--- src/rtl/fpaddsub_pkg.sv ---
// Shared definitions for the FP add/sub output stage: flag bit positions
// and the skid buffer state encoding.
package fpaddsub_pkg;

  // Number of IEEE exception flags carried with each result
  localparam int FLAG_NUM = 5;

  // Flag bit positions inside the flag vector
  localparam int FLAG_OVF = 4;
  localparam int FLAG_UNF = 3;
  localparam int FLAG_DBZ = 2;
  localparam int FLAG_INV = 1;
  localparam int FLAG_INX = 0;

  // Occupancy of the 2-entry skid buffer
  typedef enum logic [1:0] {
    ST_EMPTY = 2'd0,
    ST_ONE   = 2'd1,
    ST_TWO   = 2'd2
  } skid_state_e;

endpackage

--- src/rtl/fpaddsub_skid_buf.sv ---
// Two-entry skid buffer for result word + flags.
// The head entry drives the outputs directly. The tail entry catches the
// one input accepted while the head is stalled, which lets in_ready come
// straight from a flop instead of from out_ready.
module fpaddsub_skid_buf
  import fpaddsub_pkg::*;
#(
  parameter int DATA_W = 32,
  parameter int FLAG_W = 5
) (
  input  logic              clk,
  input  logic              rst,
  input  logic              in_valid,
  output logic              in_ready,
  input  logic [DATA_W-1:0] in_z,
  input  logic [FLAG_W-1:0] in_flags,
  output logic              out_valid,
  input  logic              out_ready,
  output logic [DATA_W-1:0] out_z,
  output logic [FLAG_W-1:0] out_flags,
  output logic              accept
);

  localparam int PAY_W = DATA_W + FLAG_W;

  skid_state_e      state;
  logic [PAY_W-1:0] head;
  logic [PAY_W-1:0] tail;
  logic [PAY_W-1:0] din;
  logic             deliver;

  assign din     = {in_z, in_flags};
  assign accept  = in_valid & in_ready;
  assign deliver = out_valid & out_ready;

  assign out_z     = head[PAY_W-1:FLAG_W];
  assign out_flags = head[FLAG_W-1:0];

  // Occupancy FSM; in_ready and out_valid are registered alongside the state
  always_ff @(posedge clk or posedge rst) begin
    if (rst) begin
      state     <= ST_EMPTY;
      in_ready  <= 1'b1;
      out_valid <= 1'b0;
      head      <= '0;
      tail      <= '0;
    end else begin
      case (state)
        ST_EMPTY: begin
          if (accept) begin
            head      <= din;
            state     <= ST_ONE;
            out_valid <= 1'b1;
          end
        end
        ST_ONE: begin
          if (accept && !deliver) begin
            tail     <= din;
            state    <= ST_TWO;
            in_ready <= 1'b0;
          end else if (accept && deliver) begin
            head <= din;
          end else if (deliver) begin
            state     <= ST_EMPTY;
            out_valid <= 1'b0;
          end
        end
        ST_TWO: begin
          if (deliver) begin
            head     <= tail;
            state    <= ST_ONE;
            in_ready <= 1'b1;
          end
        end
        default: begin
          state     <= ST_EMPTY;
          in_ready  <= 1'b1;
          out_valid <= 1'b0;
        end
      endcase
    end
  end

endmodule

--- src/rtl/fpaddsub_output_stage.sv ---
// Output stage of the FP add/sub pipeline: registered handshake buffer for
// the result word and its exception flags, plus an optional sticky status
// register accumulating the flags of every accepted result.
// Build option: define FPADDSUB_STICKY_FLAGS_EN to build the sticky
// register; otherwise sticky_flags reads 0 and clr_sticky is ignored.
module fpaddsub_output_stage
  import fpaddsub_pkg::*;
#(
  parameter int DATA_W = 32,
  parameter int FLAG_W = 5
) (
  input  logic              clk,
  input  logic              rst,
  input  logic              in_valid,
  output logic              in_ready,
  input  logic [DATA_W-1:0] in_z,
  input  logic [FLAG_W-1:0] in_flags,
  output logic              out_valid,
  input  logic              out_ready,
  output logic [DATA_W-1:0] out_z,
  output logic [FLAG_W-1:0] out_flags,
  input  logic              clr_sticky,
  output logic [FLAG_W-1:0] sticky_flags
);

  logic accept;

  fpaddsub_skid_buf #(
    .DATA_W (DATA_W),
    .FLAG_W (FLAG_W)
  ) u_skid_buf (
    .clk       (clk),
    .rst       (rst),
    .in_valid  (in_valid),
    .in_ready  (in_ready),
    .in_z      (in_z),
    .in_flags  (in_flags),
    .out_valid (out_valid),
    .out_ready (out_ready),
    .out_z     (out_z),
    .out_flags (out_flags),
    .accept    (accept)
  );

`ifdef FPADDSUB_STICKY_FLAGS_EN
  logic [FLAG_W-1:0] sticky;

  // Clear wipes prior history only; flags accepted in the same cycle survive
  always_ff @(posedge clk or posedge rst) begin
    if (rst) begin
      sticky <= '0;
    end else begin
      sticky <= (clr_sticky ? '0 : sticky) | (accept ? in_flags : '0);
    end
  end

  assign sticky_flags = sticky;
`else
  logic unused_sticky_inputs;

  assign unused_sticky_inputs = &{1'b0, clr_sticky, accept};
  assign sticky_flags         = '0;
`endif

endmodule

--- config.mk ---
export PLATFORM = sky130hd
export DESIGN_NAME = fpaddsub_output_stage
export DESIGN_NICKNAME = d
export VERILOG_FILES = /design/src/rtl/fpaddsub_pkg.sv /design/src/rtl/fpaddsub_skid_buf.sv /design/src/rtl/fpaddsub_output_stage.sv
export SDC_FILE = /design/constraint.sdc
export NUM_CORES = 1
export LEC_CHECK = 0
export BUFFER_PORTS_ARGS = -buffer_cell sky130_fd_sc_hd__buf_2
export CAP_MARGIN = 20
export CORE_UTILIZATION = 55
export DETAILED_ROUTE_END_ITERATION = 10
export PLACE_DENSITY = 0.91
export SYNTH_ARGS = -nofsm -noshare
export SYNTH_HDL_FRONTEND = slang
export SYNTH_SLANG_ARGS = --single-unit
--- constraint.sdc ---
create_clock -name clk -period 6.13 [get_ports clk]
set_input_delay 0.613 -clock clk [delete_from_list [all_inputs] [get_ports clk]]
set_output_delay 0.613 -clock clk [all_outputs]
set_load 0.1 [all_outputs]
==> results_dict.tcl, run 1 <==
set metrics [dict create \
    cts-buffers-inserted 9 \
    ir_worst_vdd_uv 176.1 \
    first_global_vias 2200 \
    grt_antenna_before_repair 0 \
    grt_pass1_wl_um 9970 \
    finClkSkew_ns 0.01005 \
    max_freq_mhz 448.5 \
    h-tree-depth 3 \
    critPathTopFamily "flip-flops" \
    drtIter0Drc 74 \
    initial_core_util_pct 57.87 \
    hold_violations 0 \
    layout-drive-gt1-share_pct 67.09 \
    vias 2111 \
    end_kind "flop" \
    yosysMostFrequentCell "mux2_2" \
    ant_nets 0 \
    period_share_pct 36.38 \
    clk_latency_ns 0.35 \
    viasPerCell 5.441 \
    track_usage_pct 20.42 \
    synth_common_cells "mux2_2 (108), dfrtp_1 (77), buf_4 (10)" \
    crit_type "reg -> reg" \
    yosysTopAreaCellShare_pct 55.26 \
    synth_edf_count 0 \
    avgSynthCellArea_um2 15.29 \
    grt_overflow_total 0 \
    fp-row-count 28 \
    async_flop_share_pct 100.0 \
    grt_max_degree 79 \
    io_buffers 79 \
    synthCells 228 \
    cts.sinks 78 \
    ys_seq_elements 78 \
    synth_area_leaders "dfrtp_1 (55%), mux2_2 (35%), buf_4 (2.2%)" \
    hold_path_end "u_skid_buf.head[0]" \
    switching_power_mw 0.2163 \
    yosysSeqAreaShare_pct 56.01 \
    slowest_stage "dfstp_2" \
    cts_tree "done" \
    die_w_um 81.63 \
    gp_congestion 0.8459 \
    path_clk_slew_ns 0.08 \
    detail_route.wl_per_cell_um 15.85 \
    critical_path_buf_inv_count 1 \
    hpwl_um 4094 \
    cp-start-kind "flop" \
    cp_slowest_stage_delay_ns 0.58 \
    wl_um 6150 \
    post_cts_buffers 0 \
    r2r-start "u_skid_buf.in_ready" \
    fin_nets 350 \
    cp_cell_sequence "nand4_1 > o211ai_4 > buf_4 > mux2_2" \
    critPathRequiredTime_ns 6.36 \
    cts.path.max_buffers 2 \
    fillCellCount 442 \
    rsz0062_at_grt "false" \
    worstPathArrival_ns 2.46 \
    cts-root-buf "clkbuf_8" \
    period_needed_ns 2.230 \
    die_area_um2 6663 \
    pwr-share-clk_pct 42.1 \
    worst_pin_slew_ns 0.9674 \
    syn2layout_area_growth_pct 18.44 \
    die_h_um 81.63 \
    cts_resized 0 \
    setup_tns_ns 0 \
    instances_no_fill 388 \
    max-slew-margin-rel_pct 35.51 \
    status "finished, final reports clean" \
    drc 0 \
    p_per_area_nw_per_um2 236.8 \
    yosysWarningCount 0 \
    synth_top_cell_by_area "dfrtp_1" \
    syn-cell-area_um2 3487 \
    boundaryPins 86 \
    critPathMaxFanout 23 \
    hold_class "reg -> reg" \
    diodes 0 \
    yosys_most_used_dff "dfrtp_1" \
    p_leak_nw 2.225 \
    reg2reg_to "u_skid_buf.head[32]" \
    hp-start "u_skid_buf.head[0]" \
    p_sw_share_pct 22.11 \
    rrSetupSlack_ns 3.90 \
    fp.coreArea_um2 6026 \
    min_path_cells 1 \
    p_seq_share_pct 52.6 \
    first_pass_iters 4 \
    p_int_mw 0.7619 \
    synth_cell_types 25 \
    ctsHoldBuffers 0 \
    final-max-slew-violation-count 0 \
    fin_util_pct 68.54 \
    finalSetupViolations 0 \
    power_frac_comb_pct 5.3 \
    maxCapViolCount 0 \
    dpl.cell_count 371 \
    reg2reg_depth 4 \
]
[worst max-delay path by stage]
stage | slack [ns] | end | startpoint | cells after the start
after floorplan | 3.52 | u_skid_buf.head[0] | rst | 1
after global placement | 3.76 | u_skid_buf.head[29] | out_ready | 5
after detailed placement | 3.70 | u_skid_buf.head[29] | out_ready | 5
after CTS | 3.75 | u_skid_buf.head[26] | u_skid_buf.state[1] | 3
after global routing | 3.80 | u_skid_buf.head[24] | u_skid_buf.in_ready | 4
final | 3.90 | u_skid_buf.head[32] | u_skid_buf.in_ready | 4
[routing by layer]
metal | up-vias | track usage (%) | part of all wire [%]
li1 | 971 | - | -
met5 | - | 0 | 0
met4 | 0 | 10.35 | 2.0
met1 | 1061 | 23.43 | 42
met2 | 67 | 34.75 | 50
met3 | 12 | 5.889 | 5.8
[power groups by stage]
| stage | registers (mW) | clock network [mW] | logic [mW] |
|---|---|---|---|
| after detailed placement | 0.524 | 0 | 0.0527 |
| after CTS | 0.514 | 0.427 | 0.0529 |
| after floorplan | 0.524 | 0 | 0.0348 |
| after global routing | 0.514 | 0.440 | 0.0575 |
| final | 0.514 | 0.412 | 0.0517 |
| after global placement | 0.524 | 0 | 0.0509 |
[cells by family (layout without fill, tap and decap cells)]
family | after synthesis | after routing | synth area share, %
other | 1 | 5 | 0.1075
DFF | 78 | 78 | 56.01
AOI/OAI and AO/OA | 8 | 8 | 2.153
and+or+nand+nor | 11 | 11 | 1.974
buffers and inverters | 19 | 100 | 3.911
muxes | 111 | 111 | 35.85
[layout make-up]
cell class              instances  area (µm²)  share of cell area (%)
clock buffers                  10       127.6                   3.090
clock inverters                 6       86.33                   2.090
inverters                       2       8.758                  0.2121
multi-input cells             135        1423                   34.44
flip-flops and latches         78        1953                   47.29
well taps                      75       93.84                   2.272
repair buffers                 82       437.9                   10.60
[stage by stage]
step | total power, mW | worst slack [ns] | cell area, µm² | hold slack, ns
after detailed placement | 0.5770 | 3.702 | 3889 | 0.4782
after global placement | 0.5752 | 3.756 | 3889 | 0.4629
after floorplan | 0.5591 | 3.524 | 3502 | 0.4736
after global routing | 1.012 | 3.799 | 4130 | 0.4987
after CTS | 0.9938 | 3.746 | 4103 | 0.4904
final | 0.9781 | 3.900 | 4130 | 0.4886
[layout by cell type (no fill, tap or decap), types with 2 or more instances in the layout]
master,n
a21boi_0,2
bufinv_16,2
dfrtp_1,77
clkbuf_8,9
buf_4,2
clkinv_2,3
conb_1,5
mux2_1,3
nand2_1,2
buf_2,79
mux2_2,108
[state kept, by name, indices dropped and copies added, names as in the netlist]
name / count
u_skid_buf.out_valid: 1
u_skid_buf.head: 37
u_skid_buf.tail: 37
u_skid_buf.state: 2
u_skid_buf.in_ready: 1
No activity file was read; power rests on OpenSTA's default activity.
==> run 2: changes to the inputs <==
ABC_AREA = 1   (was not set)
CORE_UTILIZATION = 53   (was 55)
PLACE_DENSITY = 0.88   (was 0.91)
clock period = 2.3 ns   (was 6.13 ns; I/O delays follow)
==> results_dict.tcl, run 2 <==
set metrics [dict create \
    synth_top_cell_by_area "dfrtp_1" \
    cts-buffers-inserted 9 \
    die_h_um 83.52 \
    gp_congestion 0.7863 \
    finClkSkew_ns 0.004113 \
    post_cts_buffers 0 \
    h-tree-depth 3 \
    die_area_um2 6976 \
    synth_area_leaders "dfrtp_1 (55%), nand2_1 (22%), o21ai_1 (6.0%)" \
    setup_tns_ns 0 \
    first_global_vias 2703 \
    final-max-slew-violation-count 0 \
    clk_latency_ns 0.34 \
    yosysWarningCount 0 \
    synth_edf_count 0 \
    fillCellCount 555 \
    layout_common_cells "nand2_1 (204), buf_2 (79), dfrtp_1 (77), o21ai_1 (42), inv_1 (39)" \
    min_path_cells 3 \
    finalSetupViolations 0 \
    yosysSeqAreaShare_pct 55.45 \
    yosys_most_used_dff "dfrtp_1" \
    hold_path_end "u_skid_buf.tail[14]" \
    placed_cell_area_um2 3899 \
    viasPerCell 4.877 \
    ir_worst_vdd_uv 396.0 \
    critPathMaxFanout 37 \
    ys_seq_elements 78 \
    regArea_um2 1953 \
    syn2layout_area_growth_pct 15.56 \
    cts_tree "done" \
    critPathRequiredTime_ns 2.57 \
    reg2reg_depth 6 \
    status "finished, final reports clean" \
    reg2reg_to "u_skid_buf.head[31]" \
    synth_common_cells "nand2_1 (204), dfrtp_1 (77), o21ai_1 (42)" \
    drc 0 \
    fp-row-count 29 \
    maxUsedRoutingLayer "met4" \
    drtIter0Drc 97 \
    async_flop_share_pct 100.0 \
    period_needed_ns 1.635 \
    cts.path.max_buffers 2 \
    yosysMostFrequentCell "nand2_1" \
    worst_pin_slew_ns 0.7262 \
    wl_um 6881 \
    dr_wl_met3_um 290 \
    fp.coreArea_um2 6386 \
    track_usage_pct 21.60 \
    avgSynthCellArea_um2 8.023 \
    top_regs "u_skid_buf.head x37, u_skid_buf.tail x37, u_skid_buf.state x2" \
    multi_input_area_um2 1245 \
    layout-drive-gt1-share_pct 20.31 \
    p_per_area_nw_per_um2 585.4 \
    hold_violations 0 \
    ctsHoldBuffers 1 \
    syn-cell-area_um2 3522 \
    yosysTopAreaCellShare_pct 54.71 \
    period_share_pct 71.07 \
    detail_route.wl_per_cell_um 11.58 \
    worstPathArrival_ns 1.91 \
    rsz0062_at_grt "false" \
    hpwl_um 4375 \
    path_clk_slew_ns 0.07 \
    max-slew-margin-rel_pct 51.41 \
    maxCapViolCount 0 \
    ant_nets 0 \
    cts_resized 0 \
    max_freq_mhz 611.8 \
    r2r-start "u_skid_buf.state[1]" \
    io_buffers 79 \
    cts-root-buf "clkbuf_8" \
    first_pass_iters 5 \
    fin_nets 554 \
    p_leak_nw 2.349 \
    grt_max_degree 79 \
    hold_class "in -> reg" \
    crit_type "reg -> reg" \
    vias 2897 \
    wl_met2_um 3310 \
    die_w_um 83.52 \
    startpoint "u_skid_buf.state[1]" \
    grt_pass1_wl_um 12120 \
    initial_core_util_pct 55.15 \
    end_kind "flop" \
    grt_overflow_total 0 \
    diodes 0 \
    wirelength_met1_um 3197 \
    hp-start "in_z[9]" \
    boundaryPins 86 \
    layout_commonest_cell "nand2_1" \
    cp-start-kind "flop" \
    synthCells 439 \
    cts.sinks 78 \
    synth_cell_types 18 \
    fin_area_um2 4070 \
    grt_antenna_before_repair 0 \
    rrSetupSlack_ns 0.67 \
]
==> run 2: cell types whose count changed in the layout (fill, tap and decap cells not counted), moves of 3 or more <==
cell	change
clkbuf_1	+4
inv_1	+38
mux2_1	-3
mux2_2	-108
nand2_1	+202
nand3_1	+3
o21ai_0	+34
o21ai_1	+42
==> run 2: final cells by class <==
| type | instances | share of cell area (%) |
|---|---|---|
| flip-flops and latches | 78 | 47.99 |
| multi-input cells | 296 | 30.59 |
| repair buffers | 85 | 11.19 |
| inverters | 42 | 3.904 |
| clock buffers | 15 | 3.843 |
| well taps | 77 | 2.367 |
| clock inverters | 1 | 0.1230 |
==> run 2: worst max-delay path by stage <==
stage          cells after the start                   to
2_1_floorplan                      1   u_skid_buf.head[0]
3_3_place_gp                       6  u_skid_buf.head[18]
3_5_place_dp                       6   u_skid_buf.head[8]
4_1_cts                            6   u_skid_buf.head[8]
5_1_grt                            6  u_skid_buf.head[17]
6_report                           6  u_skid_buf.head[31]
==> run 2: critical path, cell delays in order (launching register included) <==
cell and delay, ns:
dfrtp_1 0.50, inv_2 0.11, nand3_1 0.11, nand2_1 0.07, nand2_2 0.54, nand2_1 0.13
nand2_1 0.10
==> run 2: layer usage <==
layer | GRT usage [%] | up-vias
met3 | 5.242 | 5
li1 | - | 1488
met5 | 0 | -
met4 | 6.780 | 0
met1 | 27.71 | 1333
met2 | 36.36 | 71
==> run 2: metrics by stage <==
stage / instances / hold slack (ns) / total power, mW / util [%] / setup slack (ns)
after detailed placement: 577 / 0.3517 / 1.536 / 61.05 / 0.6752
after global placement: 577 / 0.3425 / 1.534 / 61.05 / 0.7374
after global routing: 594 / 0.1272 / 2.481 / 63.73 / 0.4586
after floorplan: 443 / 0.3748 / 1.492 / - / 0.07662
after CTS: 594 / 0.1249 / 2.414 / 63.73 / 0.6571
final: 594 / 0.1405 / 2.383 / 63.73 / 0.6654
==> run 2: cells by family (layout without fill, tap and decap cells) <==
kind of cell	Yosys count	after routing	share of synthesized area, %
buffers and inverters	69	143	9.627
DFF	78	78	55.45
AOI/OAI and AO/OA	77	77	10.94
other	1	5	0.1065
and+or+nand+nor	214	214	23.87
==> run 2: where the power goes <==
part	leakage, nW	total (mW)	internal, mW	switching [mW]
logic	1.18	0.138	0.0429	0.0948
registers	1.09	1.37	1.37	0
clock network	0.0817	0.874	0.423	0.451
